$ cat config.mk
export PLATFORM = sky130hd
export DESIGN_NAME = otter_branch_predictor
export DESIGN_NICKNAME = d
export VERILOG_FILES = /design/src/rtl/otter_branch_predictor.sv
export SDC_FILE = /design/constraint.sdc
export NUM_CORES = 2
export LEC_CHECK = 0
export CAP_MARGIN = 30
export CORE_ASPECT_RATIO = 2
export CORE_MARGIN = 2
export CORE_UTILIZATION = 40
export CTS_BUF_LIST = sky130_fd_sc_hd__clkbuf_2 sky130_fd_sc_hd__clkbuf_4 sky130_fd_sc_hd__clkbuf_8
export CTS_CLUSTER_SIZE = 28
export DETAILED_ROUTE_END_ITERATION = 6
export GPL_ROUTABILITY_DRIVEN = 1
export MAX_ROUTING_LAYER = met4
export PLACE_DENSITY = 0.64
export SYNTH_ARGS = -nofsm -noshare
export SYNTH_HDL_FRONTEND = slang
export SYNTH_SLANG_ARGS = --single-unit
$ cat constraint.sdc
create_clock -name CLK -period 12.68 [get_ports CLK]
set_input_delay 1.902 -clock CLK [delete_from_list [all_inputs] [get_ports CLK]]
set_output_delay 1.902 -clock CLK [all_outputs]
set_load 0.02 [all_outputs]
$ cat src/rtl/otter_branch_predictor.sv
// rtl/otter_branch_predictor.sv - tagged BTB with saturating direction counters and invalidation sweep
// Optional performance counters enabled by defining BPRED_STATS_EN.
module otter_branch_predictor #(
   parameter int ENTRIES = 64,
   parameter int CTR_W   = 2,
   parameter int TAG_W   = 8
) (
   input  logic        CLK,
   input  logic        RESET_N,
   input  logic        FLUSH,
   input  logic [31:0] LK_PC,
   output logic        PRED_HIT,
   output logic        PRED_TAKEN,
   output logic [31:0] PRED_TARGET,
   input  logic        UPD_VALID,
   input  logic [31:0] UPD_PC,
   input  logic        UPD_TAKEN,
   input  logic [31:0] UPD_TARGET,
   input  logic        UPD_PRED_TAKEN,
   input  logic [31:0] UPD_PRED_TARGET,
   output logic        MISPREDICT,
   output logic        BUSY,
   output logic [31:0] BR_COUNT,
   output logic [31:0] MISS_COUNT
);

   localparam int IDX_W = $clog2(ENTRIES);
   localparam logic [IDX_W-1:0] LAST_IDX = IDX_W'(ENTRIES - 1);
   localparam logic [CTR_W-1:0] CTR_MAX  = '1;
   localparam logic [CTR_W-1:0] CTR_WT   = {1'b1, {(CTR_W-1){1'b0}}};
   localparam logic [CTR_W-1:0] CTR_WNT  = {1'b0, {(CTR_W-1){1'b1}}};

   typedef enum logic {IDLE, SWEEP} state_t;

   state_t                 state_q, state_d;
   logic [IDX_W-1:0]       sweep_idx_q;
   logic [ENTRIES-1:0]     valid_q;
   logic [TAG_W-1:0]       tag_q    [ENTRIES];
   logic [31:0]            target_q [ENTRIES];
   logic [CTR_W-1:0]       ctr_q    [ENTRIES];

   logic [IDX_W-1:0]       lk_idx, upd_idx;
   logic [TAG_W-1:0]       lk_tag, upd_tag;
   logic                   upd_hit;

   assign lk_idx  = LK_PC[IDX_W+1:2];
   assign lk_tag  = LK_PC[IDX_W+TAG_W+1:IDX_W+2];
   assign upd_idx = UPD_PC[IDX_W+1:2];
   assign upd_tag = UPD_PC[IDX_W+TAG_W+1:IDX_W+2];
   assign upd_hit = valid_q[upd_idx] && (tag_q[upd_idx] == upd_tag);

   always_ff @(posedge CLK) begin
      if (!RESET_N) state_q <= SWEEP;
      else          state_q <= state_d;
   end

   always_comb begin
      state_d = state_q;
      case (state_q)
         IDLE:    if (FLUSH) state_d = SWEEP;
         SWEEP:   if (!FLUSH && sweep_idx_q == LAST_IDX) state_d = IDLE;
         default: state_d = SWEEP;
      endcase
   end

   always_comb begin
      BUSY = (state_q == SWEEP);
   end

   // FLUSH is level-sensitive: while held, the sweep stays pinned at index 0.
   always_ff @(posedge CLK) begin
      if (!RESET_N || FLUSH)   sweep_idx_q <= '0;
      else if (state_q == SWEEP) sweep_idx_q <= sweep_idx_q + IDX_W'(1);
   end

   always_ff @(posedge CLK) begin
      if (RESET_N) begin
         if (BUSY) begin
            valid_q[sweep_idx_q] <= 1'b0;
            ctr_q[sweep_idx_q]   <= CTR_WNT;
         end else if (UPD_VALID) begin
            if (upd_hit) begin
               if (UPD_TAKEN) begin
                  target_q[upd_idx] <= UPD_TARGET;
                  if (ctr_q[upd_idx] != CTR_MAX) ctr_q[upd_idx] <= ctr_q[upd_idx] + CTR_W'(1);
               end else if (ctr_q[upd_idx] != '0) begin
                  ctr_q[upd_idx] <= ctr_q[upd_idx] - CTR_W'(1);
               end
            end else if (UPD_TAKEN) begin
               valid_q[upd_idx]  <= 1'b1;
               tag_q[upd_idx]    <= upd_tag;
               target_q[upd_idx] <= UPD_TARGET;
               ctr_q[upd_idx]    <= CTR_WT;
            end
         end
      end
   end

   always_comb begin
      PRED_HIT    = valid_q[lk_idx] && (tag_q[lk_idx] == lk_tag) && !BUSY;
      PRED_TAKEN  = PRED_HIT && ctr_q[lk_idx][CTR_W-1];
      PRED_TARGET = PRED_TAKEN ? target_q[lk_idx] : LK_PC + 32'd4;
   end

   assign MISPREDICT = UPD_VALID &&
                       ((UPD_TAKEN != UPD_PRED_TAKEN) ||
                        (UPD_TAKEN && UPD_PRED_TAKEN && (UPD_TARGET != UPD_PRED_TARGET)));

`ifdef BPRED_STATS_EN
   logic [31:0] br_count_q, miss_count_q;

   // Counted regardless of BUSY; only reset clears them.
   always_ff @(posedge CLK) begin
      if (!RESET_N) begin
         br_count_q   <= '0;
         miss_count_q <= '0;
      end else if (UPD_VALID) begin
         if (br_count_q != 32'hFFFF_FFFF) br_count_q <= br_count_q + 32'd1;
         if (MISPREDICT && miss_count_q != 32'hFFFF_FFFF) miss_count_q <= miss_count_q + 32'd1;
      end
   end

   assign BR_COUNT   = br_count_q;
   assign MISS_COUNT = miss_count_q;
`else
   assign BR_COUNT   = 32'd0;
   assign MISS_COUNT = 32'd0;
`endif

endmodule

==> flow_summary.ini <==
[drt]
detail_route.wl_per_cell_um = 36.8
top_layer_used = met4
per_cell_via_count_in_the_routed_design = 6.15
drc_errors = 1
drt_pass_1_iters = 7
drt_iter0_markers = 7283
route.final.wire_length_um = 369000
route.antenna.remaining_nets = 0
drt-met1-wl_um = 118000
detailroute.via_count = 61743
met2_length_um = 192000
route.met3.wl_um = 28900

[worst_setup_path]
critical-path-max-stage-delay_ns = 1.02
cp_cell_sequence = buf_8 -> buf_12 -> mux4_2 -> mux4_2 -> mux4_2 -> xnor2_1 -> nand4_1 -> or3_2 -> buf_4 -> mux2_4 -> clkdlybuf4s50_1
cp_data_arrival_time_ns = 7.85
timing.critical_path.mode_cell = sky130_fd_sc_hd__mux4_2
critical_path.startpoint_type = input pin
cpLargestDelayFamily = buffers and inverters
setup.worst_path.class = in2out
crit_fanout = 102
crit_slowest_cell = sky130_fd_sc_hd__clkdlybuf4s50_1
buf_inv_on_cp = 4
cp_data_required_time_ns = 10.78
critical_path.endpoint_type = output pin

[sta]
timing.final.hold_violations = 0
setup_viol_count_final = 0
timing_max_transition_violations_final = 0
max_clock_freq_mhz = 103
max_slew.worst_pin.slew_ns = 1.12
timing.final.crit_period_ns = 9.75
min_period_over_period_pct = 76.9
tns_ns = 0
worst_slew_margin_rel_pct = 25.0
finClkSkew_ns = 0.102
unrepaired_setup_endpoints_after_global_routing = no

[placement]
port_buffers = 151
placed_area_um2 = 122000
hpwlAfterDp_um = 223000
gpl.final_weighted_congestion = 0.980

[synthesis]
muxShareOfSynthArea_pct = 20.2
number_of_cells_produced_by_synthesis = 5499
synth-adder-area-share_pct = 0.0327
synth_top_family_by_area = multiplexers
synthFlopType = sky130_fd_sc_hd__edfxtp_1
ys_warn_count = 0
total_of_flip_flops_plus_latches_after_synthesis = 2759
synth.top_cells.by_count = 2752 x sky130_fd_sc_hd__edfxtp_1, 892 x sky130_fd_sc_hd__mux4_2, 223 x sky130_fd_sc_hd__mux2i_1, 166 x sky130_fd_sc_hd__clkbuf_1, 155 x sky130_fd_sc_hd__nand2_1
synthDominantCellAreaShare_pct = 72.0
synth-compound-area-share_pct = 2.85
synth_enable_flop_cells = 2752
ys_top_cells_by_area = sky130_fd_sc_hd__edfxtp_1 72%, sky130_fd_sc_hd__mux4_2 18%, sky130_fd_sc_hd__mux2i_1 1.9%
post-synth-top-count-cell = sky130_fd_sc_hd__edfxtp_1
ys_seq_area_share_pct = 72.1
syn-mean-instance-area_um2 = 20.9
synthSimpleGateAreaFrac_pct = 2.18
synth_cell_type_count = 68
synthXorXnorAreaFrac_pct = 0.641
synthDominantAreaCellType = sky130_fd_sc_hd__edfxtp_1
syn_area_um2 = 115000
async_reset_ff_share_pct = 0

[hold_path]
min_path_type = reg2reg

[clock_tree]
ctsResizeCount = 0
post-cts-setup-buffer-count = 0
cts_htree_levels = 5
clk_pin_slew_worst_paths_ns = 0.07
tritoncts.num_buffers = 384
ctsRootBufferMaster = sky130_fd_sc_hd__clkbuf_8
tritoncts = built
clock_insertion_delay_worst_skew_ns = 1.06
cts_max_path_buffers = 4
cts_num_sinks = 2759
cts_hold_buffers = 0

[floorplan]
die-area_um2 = 291000
placeableCoreArea_um2 = 286000
die_h_um = 762
design.portCount = 234
row_count = 278
initial_core_util_pct = 40.1
die_w_um = 383

[finish]
num-fill-cells = 23942
final_nets = 6086
flow.area_growth_from_synthesis_pct = 13.0
final_design_area_no_fill_um2 = 130000
final_layout_size_suffix_gt1_share_pct = 32.0

[global_routing]
wire_length_of_the_first_global_routing_pass_um = 503000
grtUsageTotal_pct = 25.8
grt_max_degree = 109
first_global_vias = 63482
overflow = 0
antenna_found_initial = 14

[power_and_ir_drop]
leakagePower_nw = 40.4
power.density_nw_per_um2 = 141
irDropWorstVdd_mv = 0.0926

[job]
maxCapViolCount = 0

[status]
violations = DRC
status = finished with violations
## final timing paths
path | from | end | slack [ns] | cells after the start
max reg2reg | tag_q[2][3] | tag_q[19][5] | 7.32 | 11
min | valid_q[29] | valid_q[29] | 0.64 | 2
max | LK_PC[3] | PRED_TARGET[20] | 2.93 | 11
min reg2reg | valid_q[29] | valid_q[29] | 0.64 | 2
## routing by layer
metal	vias to the layer above	global-route usage, %
li1	24184	-
met1	32799	27.1
met2	3633	44.1
met3	1127	4.68
met4	0	17.6
met5	-	-
## cells in the final DEF, fill, tap and decap left out, types with 46 or more instances in the layout
cell and count:
sky130_fd_sc_hd__clkbuf_4 96, sky130_fd_sc_hd__edfxtp_1 2752, sky130_fd_sc_hd__xnor2_1 69, sky130_fd_sc_hd__nor3_1 46
sky130_fd_sc_hd__o22ai_1 98, sky130_fd_sc_hd__conb_1 64, sky130_fd_sc_hd__o21ai_0 68, sky130_fd_sc_hd__nand2_1 150
sky130_fd_sc_hd__a22oi_1 94, sky130_fd_sc_hd__clkinv_1 91, sky130_fd_sc_hd__a21oi_1 128, sky130_fd_sc_hd__clkinv_2 50
sky130_fd_sc_hd__mux4_2 892, sky130_fd_sc_hd__nand3_1 57, sky130_fd_sc_hd__clkdlybuf4s50_1 103, sky130_fd_sc_hd__clkbuf_8 386
sky130_fd_sc_hd__nor2_4 63, sky130_fd_sc_hd__mux2i_1 223, sky130_fd_sc_hd__nor2_1 62, sky130_fd_sc_hd__buf_4 234
## registers in the layout, indices dropped and copies added, names as in the netlist
signal	cells
BUSY	1
ctr_q	128
sweep_idx_q	6
tag_q	512
target_q	2048
valid_q	64
## through the flow
step	setup WS (ns)	util, %	power, W	std cells	hold WS, ns
after floorplan	5.58	-	0.0109	5562	0.537
after global placement	3.19	42.5	0.0114	9301	0.601
after detailed placement	3.17	42.6	0.0115	9329	0.615
after CTS	3.16	45.2	0.0184	9999	0.634
after global routing	2.90	45.3	0.0187	10023	0.664
final	2.93	45.4	0.0183	10035	0.644
## worst reg2reg max path: cells and delay by family, from the launching register on
| kind | cells | cell delay [ns] |
|---|---|---|
| and+or+nand+nor | 6 | 3.13 |
| muxes | 2 | 0.76 |
| buffers and inverters | 2 | 0.57 |
| DFF | 1 | 0.41 |
| xor gates and xnor gates | 1 | 0.17 |
## where the power goes
group	switching [W]	internal, W
registers	0.0000174	0.0100
logic	0.000756	0.000468
clock network	0.00344	0.00356
total	0.00421	0.0141
## cell type report
| class | instances | area [um^2] | area share (%) |
|---|---|---|---|
| multi-input combinational | 2371 | 30800 | 23.7 |
| inverter | 6 | 25.0 | 0.0193 |
| clock inverter | 188 | 1460 | 1.13 |
| clock buffer | 482 | 6030 | 4.65 |
| tap | 3780 | 4730 | 3.65 |
| timing repair buffer | 427 | 3820 | 2.95 |
| antenna | 22 | 55.1 | 0.0425 |
| sequential | 2759 | 82800 | 63.8 |
## kinds of logic after synthesis
family / after synthesis
xor gates and xnor gates: 84
muxes: 1185
adders and majority gates: 3
and+or+nand+nor: 530
other: 1
AOI/OAI and AO/OA: 505
DFF: 2759
buffers and inverters: 432
No activity file was read; power rests on OpenSTA's default activity.
